[src/rtl/ov7670_sccb_init.sv]
// OV7670 power-up sequencer: walks a (reg, value) table ROM and issues one
// 3-phase SCCB write per entry, with delay entries and a terminator.
module ov7670_sccb_init #(
    parameter int         CLK_DIV      = 68,
    parameter logic [7:0] DEV_ADDR     = 8'h42,
    parameter int         POWERUP_WAIT = 27000,
    parameter int         DELAY_CYCLES = 27000,
    parameter int         GAP_CYCLES   = 270
) (
    input  logic        clk27,
    input  logic        clr,
    output logic [7:0]  rom_addr,
    input  logic [15:0] rom_data,
    output logic        sioc,
    output logic        siod_out,
    output logic        siod_oe,
    output logic        busy,
    output logic        done
);

    localparam int DW = (CLK_DIV > 1) ? $clog2(CLK_DIV) : 1;

    typedef enum logic [3:0] {
        WAIT_PWR, FETCH, DECODE, START, BITS, STOP, GAP, DELAY, DONE
    } state_t;

    state_t        state_reg;
    logic [31:0]   cnt_reg;
    logic [DW-1:0] div_reg;
    logic [1:0]    qtr_reg;
    logic [3:0]    bitn_reg;
    logic [1:0]    byte_reg;
    logic [26:0]   sh_reg;
    logic [7:0]    addr_reg;
    logic          sioc_reg, siod_reg, oe_reg, busy_reg, done_reg;
    logic          tick;

    assign tick     = (div_reg == DW'(CLK_DIV - 1));
    assign rom_addr = addr_reg;
    assign sioc     = sioc_reg;
    assign siod_out = siod_reg;
    assign siod_oe  = oe_reg;
    assign busy     = busy_reg;
    assign done     = done_reg;

    always_ff @(posedge clk27 or negedge clr) begin
        if (!clr) begin
            state_reg <= WAIT_PWR;
            cnt_reg   <= '0;
            div_reg   <= '0;
            qtr_reg   <= '0;
            bitn_reg  <= '0;
            byte_reg  <= '0;
            sh_reg    <= '0;
            addr_reg  <= '0;
            sioc_reg  <= 1'b1;
            siod_reg  <= 1'b1;
            oe_reg    <= 1'b1;
            busy_reg  <= 1'b0;
            done_reg  <= 1'b0;
        end else begin
            if (state_reg == START || state_reg == BITS || state_reg == STOP)
                div_reg <= tick ? '0 : div_reg + 1'b1;

            case (state_reg)
                WAIT_PWR: begin
                    busy_reg <= 1'b1;
                    if (cnt_reg == 32'(POWERUP_WAIT - 1)) begin
                        cnt_reg   <= '0;
                        state_reg <= FETCH;
                    end else begin
                        cnt_reg <= cnt_reg + 32'd1;
                    end
                end
                // rom_data for the current address is valid once FETCH has elapsed
                FETCH: state_reg <= DECODE;
                DECODE: begin
                    if (rom_data == 16'hFFFF) begin
                        state_reg <= DONE;
                        busy_reg  <= 1'b0;
                        done_reg  <= 1'b1;
                    end else if (rom_data == 16'hFFF0) begin
                        cnt_reg   <= '0;
                        state_reg <= DELAY;
                    end else begin
                        // Ninth bit of each phase is a don't-care slot, driven high
                        sh_reg    <= {DEV_ADDR, 1'b1, rom_data[15:8], 1'b1, rom_data[7:0], 1'b1};
                        div_reg   <= '0;
                        qtr_reg   <= '0;
                        state_reg <= START;
                    end
                end
                START: if (tick) begin
                    qtr_reg <= qtr_reg + 2'd1;
                    case (qtr_reg)
                        2'd1: siod_reg <= 1'b0;
                        2'd2: sioc_reg <= 1'b0;
                        2'd3: begin
                            state_reg <= BITS;
                            bitn_reg  <= '0;
                            byte_reg  <= '0;
                            siod_reg  <= sh_reg[26];
                            sh_reg    <= sh_reg << 1;
                            oe_reg    <= 1'b1;
                        end
                        default: ;
                    endcase
                end
                BITS: if (tick) begin
                    qtr_reg <= qtr_reg + 2'd1;
                    if (qtr_reg == 2'd1) begin
                        sioc_reg <= 1'b1;
                    end else if (qtr_reg == 2'd3) begin
                        sioc_reg <= 1'b0;
                        if (bitn_reg == 4'd8 && byte_reg == 2'd2) begin
                            state_reg <= STOP;
                            oe_reg    <= 1'b1;
                            siod_reg  <= 1'b0;
                        end else begin
                            siod_reg <= sh_reg[26];
                            sh_reg   <= sh_reg << 1;
                            if (bitn_reg == 4'd8) begin
                                bitn_reg <= '0;
                                byte_reg <= byte_reg + 2'd1;
                                oe_reg   <= 1'b1;
                            end else begin
                                bitn_reg <= bitn_reg + 4'd1;
                                oe_reg   <= (bitn_reg != 4'd7);
                            end
                        end
                    end
                end
                STOP: if (tick) begin
                    qtr_reg <= qtr_reg + 2'd1;
                    case (qtr_reg)
                        2'd0: sioc_reg <= 1'b1;
                        2'd1: siod_reg <= 1'b1;
                        2'd3: begin
                            cnt_reg   <= '0;
                            state_reg <= GAP;
                        end
                        default: ;
                    endcase
                end
                GAP: begin
                    if (cnt_reg == 32'(GAP_CYCLES - 1)) begin
                        addr_reg  <= addr_reg + 8'd1;
                        state_reg <= FETCH;
                    end else begin
                        cnt_reg <= cnt_reg + 32'd1;
                    end
                end
                DELAY: begin
                    if (cnt_reg == 32'(DELAY_CYCLES - 1)) begin
                        addr_reg  <= addr_reg + 8'd1;
                        state_reg <= FETCH;
                    end else begin
                        cnt_reg <= cnt_reg + 32'd1;
                    end
                end
                DONE: ;
                default: state_reg <= WAIT_PWR;
            endcase
        end
    end

endmodule

[config.mk]
export PLATFORM = sky130hd
export DESIGN_NAME = ov7670_sccb_init
export DESIGN_NICKNAME = d
export VERILOG_FILES = /design/src/rtl/ov7670_sccb_init.sv
export SDC_FILE = /design/constraint.sdc
export NUM_CORES = 1
export LEC_CHECK = 0
export ABC_AREA = 1
export BUFFER_PORTS_ARGS = -buffer_cell sky130_fd_sc_hd__buf_2
export CORE_ASPECT_RATIO = 0.7
export CORE_MARGIN = 2
export CORE_UTILIZATION = 45
export DETAILED_ROUTE_END_ITERATION = 16
export SETUP_SLACK_MARGIN = 0.1
export SYNTH_ARGS = -nofsm -noshare
export SYNTH_HDL_FRONTEND = slang
export SYNTH_SLANG_ARGS = --single-unit
export TNS_END_PERCENT = 30
[constraint.sdc]
create_clock -name clk27 -period 3.9 [get_ports clk27]
set_input_delay 0.585 -clock clk27 [delete_from_list [all_inputs] [get_ports clk27]]
set_output_delay 0.585 -clock clk27 [all_outputs]
set_load 0.01 [all_outputs]
# Yosys cells after proc, flatten, opt, wreduce, memory -nomap -nowiden
# Cells that the tools add are included.
# word_totals
register_bits	91
mem_count	0
ram_bits	0
output_inout_bits	13
input_bits	18
latch_bits	0
romBits	0
# op_classes
div_mod_pow	0
n_mux	85
eq_ne	44
bitwise	1
n_addsub	6
order_cmp	0
n_shift	0
reduce_logical	26
mul	0
# op_table
operator	n
32-bit two-way mux	7
27-bit two-way mux	8
32-bit case mux with 5 select lines	1
27-bit case mux with 3 select lines	1
4-bit two-way mux	18
7-bit two-way mux	5
32-bit by 1-bit adder with 32-bit output, second input constant	1
16-bit == test, second input constant	2
32-bit by 15-bit == test with 1-bit output, second input constant	1
32-bit by 9-bit == test with 1-bit output, second input constant	1
4-bit case mux with 8 select lines	1
2-bit != test, second input constant	13
1-bit two-way mux	22
7-bit AND reduction	3
2-bit two-way mux	10
2-bit by 1-bit != test with 1-bit output, second input constant	10
4-bit by 3-bit == test with 1-bit output, second input constant	4
8-bit two-way mux	2
8-bit case mux with 2 select lines	1
8-bit AND reduction	2
11-bit AND reduction	1
9-bit AND reduction	1
8-bit by 1-bit adder with 8-bit output, second input constant	1
4-bit by 2-bit == test with 1-bit output, second input constant	2
29 further kinds	44

# Longest topological paths before layout
# logic_depth
word_depth	7
mapped_depth	13
depth_no_buf	12

# Worst setup path before layout
# OpenSTA, ideal clock, no wires.
# synth_timing
path_type	register to register
startpoint	reg cnt_reg[0]
endpoint	reg cnt_reg[26]
path_stages_with_launch	14
setup_time_ps	116
path_slack_ps	2085
arrival_time_ps	1698
path_cell_list	dfrtp_1 ha_1 buf_2 nand3_1 nor2_1 nand2_1 inv_1 nand2_1 nand2_1 nand2_1 nand2_1 nand2_1 nand2_1 nand2_1
# synth_between
elab_chain_len	3
# synth_rtl
element	line	rtl
start, declared	28	logic [31:0] cnt_reg;
start signal, assigned	72	cnt_reg <= cnt_reg + 32'd1;
start signal, assigned	150	cnt_reg <= cnt_reg + 32'd1;
start signal, assigned	158	cnt_reg <= cnt_reg + 32'd1;
32-bit by 1-bit adder with 32-bit output (tied with other cells)	72, 150, 158	
32-bit two-way mux (tied with other cells)	154	if (cnt_reg == 32'(DELAY_CYCLES - 1)) begin
32-bit case mux with 5 select lines or 7-bit AND reduction (tied branches)	--	
# Parallel ways exist; a longest one is shown, timed or not. The select of a mux whose other input is x is not followed.
# A chain may end at the register's enable or synchronous reset.

# Worst setup path in the final report
# layout_timing
startpoint	reg state_reg[2]
endpoint	reg cnt_reg[24]
# layout_between
elab_chain_len	3
# layout_rtl
element	line	rtl
start, declared	27	state_t state_reg;
start signal, assigned	48	state_reg <= WAIT_PWR;
start signal, assigned	70	state_reg <= FETCH;
start signal, assigned	76	FETCH: state_reg <= DECODE;
4-bit by 3-bit == test with 1-bit output (tied with other cells)	65	case (state_reg)
5-bit nonzero test (no source line) (tied with other cells)	--	
7-bit AND reduction (no source line)	--	
# Parallel ways exist; a longest one is shown, timed or not.

==> impl_metrics.ini <==
[status]
status = finished, final reports clean

[clock_tree]
cts_made_buffers = 9
clkLatencyLatePin_ps = 340
clockBufferDepth = 2
postCtsResizedCells = 0
h-tree-depth = 3
cts_hold_buffers = 0
path_clk_slew_ps = 70
cts_tree = done
cts.sinks = 91
postCtsSetupBuffers = 0
root_buffer = clkbuf_16

[critical_path]
start_kind = register
worstRegToRegCells = 10
slowest_delay_ps = 420
reg2reg_to = cnt_reg[24]
crit_top_cell = nand2_1
crit_path_end_kind = register
cp_top_family = simple AND/OR/NAND/NOR gates
crit_arrival_ps = 2780
setup.worst_path.class = register to register
cp_cell_sequence = inv_2, nor2_4, nand2_1, inv_2, nor2_1, buf_4, nand3_1, nand2_1, nand2_1, nand2_1
required_ps = 4180
regToRegSetupSlack_ps = 1400
path_buf_inv = 3
rr_startpoint = state_reg[2]
crit_path_top_delay_cell = dfrtp_1
cp_max_fo = 28

[global_routing]
grt_max_degree = 49
grt_pass1_vias = 5344
antenna_found_initial = 0
grt_pass1_wl_um = 27500
grt_overflow = 0
track_usage_pct = 23.8

[logic_synthesis]
synth.top_cell.area_share_pct = 35.6
synth_common_cells = 385 x nand2_1, 111 x nor2_1, 99 x inv_1, 88 x dfrtp_1, 85 x nand3_1
synth.avg_cell_area_um2 = 6.45
synth_seq_cells = 91
yosysWarnings = 0
synth.distinct_cells = 32
synthCells = 959
yosysSeqAreaShare_pct = 36.9
synthArstFlopShare_pct = 100
synth_area_um2 = 6180
synth_top_cell_by_area = dfrtp_1
syn-num-nets = 988
synth_most_common_cell = nand2_1
synthFlopType = dfrtp_1
synth_area_leaders = dfrtp_1 36%, nand2_1 23%, nand3_1 6.9%
synth_edf_count = 0

[job]
maxCapViolCount = 0

[pwr]
p_leak_nw = 3.46
power.density_nw_per_um2 = 278
ir_worst_vdd_v = 0.000231

[timing]
rsz0062_at_grt = false
max_freq_mhz = 400
finalClockSkew_ps = 7.10
hold_viol = 0
fin_setup_tns_ps = 0
fin_crit_ps = 2500
finalSetupViolations = 0
drv_slew = 0
tightest_slew_ps = 758
slew-limit-headroom_pct = 49.4
fin_crit_sh_pct = 64.2

[detailed_routing]
viasPerCell = 4.99
dr.pass1.iters = 7
drtIter0Drc = 521
vias = 5835
ant_nets = 0
drc = 0
wl_per_cell_um = 13.9
wl_um = 16200

[place]
io_buffers = 30
place_inst = 1153
dp_hpwl_um = 11900
gp_congestion = 0.926

[finish]
seqCellArea_um2 = 2280
nNetsFinal = 1008
multi_input_area_um2 = 3360
drive_gt1_share_pct = 8.13
insertedDiodeCount = 0
area_delta_synth_final_pct = 9.27
largest_reg_flops = 32
fillCellCount = 1375
layout.cells.non_filler = 1169

[die]
core_area_um2 = 13300
floorplan.initialDensity_pct = 46.6
die_area_um2 = 14700
fp-row-count = 35
pin_count = 31
die_height_um = 102
die_x_um = 144

[worst_hold_path]
hold_class = input pin to asynchronous set/reset pin
==> kinds of logic after synthesis <==
family	after synthesis	share of synthesized area, %
and+or+nand+nor	631	43.1
DFF	91	36.9
AOI/OAI and AO/OA	75	6.23
adders and majority gates	11	2.23
buffers and inverters	131	8.76
xor gates and xnor gates	20	2.83
==> where the power goes <==
part	leakage [nW]	internal [mW]	switching [mW]
clock network	0.146	0.501	0.391
logic	2.20	0.0124	0.0297
registers	1.12	0.943	0
==> stage by stage <==
step | utilization (%) | cell area [um^2] | total power [mW] | worst slack, ps | hold slack (ps)
2_1_floorplan | - | 6180 | 0.971 | 2090 | 289
3_3_place_gp | 48.7 | 6460 | 1.01 | 1430 | 445
3_5_place_dp | 48.7 | 6460 | 1.01 | 1450 | 454
4_1_cts | 50.9 | 6760 | 1.90 | 1430 | 292
5_1_grt | 50.9 | 6760 | 1.95 | 1130 | 308
6_report | 50.9 | 6760 | 1.88 | 1400 | 266
==> how the worst max path moves through the flow <==
stage | to | startpoint | slack [ps] | depth (start not counted)
final | cnt_reg[24] | state_reg[2] | 1400 | 10
after global routing | cnt_reg[21] | state_reg[2] | 1130 | 10
after CTS | cnt_reg[24] | state_reg[2] | 1430 | 10
after detailed placement | cnt_reg[24] | state_reg[2] | 1450 | 10
after global placement | cnt_reg[24] | state_reg[2] | 1430 | 10
after floorplan | cnt_reg[26] | cnt_reg[0] | 2090 | 13
==> per-layer routing <==
metal  global-route usage (%)  part of all wire (%)  vias up
met5                        0                     0        -
met4                     3.77                  0.60        0
met3                     4.03                   6.8       10
met2                     31.3                    36      171
met1                     40.4                    57     2598
li1                         -                     -     3056
==> layout by cell type, fill, tap and decap left out, drive strengths merged <==
cell / n
dfstp: 3
ha: 11
inv: 107
a21oi: 11
nand3: 88
or2: 2
nor3b: 1
nand2: 389
o22ai: 3
buf: 35
nand4: 22
a21o: 1
dfrtp: 88
nand3b: 1
clkinvlp: 1
nor3: 8
bufinv: 1
xor2: 14
nor2: 120
clkinv: 3
clkbuf: 9
xnor2: 6
o21ai: 60
==> final cells by class <==
type,instances,share of cell area (%)
clock buffers,9,3.33
clock inverters,7,1.09
repair buffers,35,2.81
inverters,105,5.83
multi-input cells,737,49.7
flip-flops and latches,91,33.8
well taps,185,3.43
No activity file was read; power rests on OpenSTA's default activity.
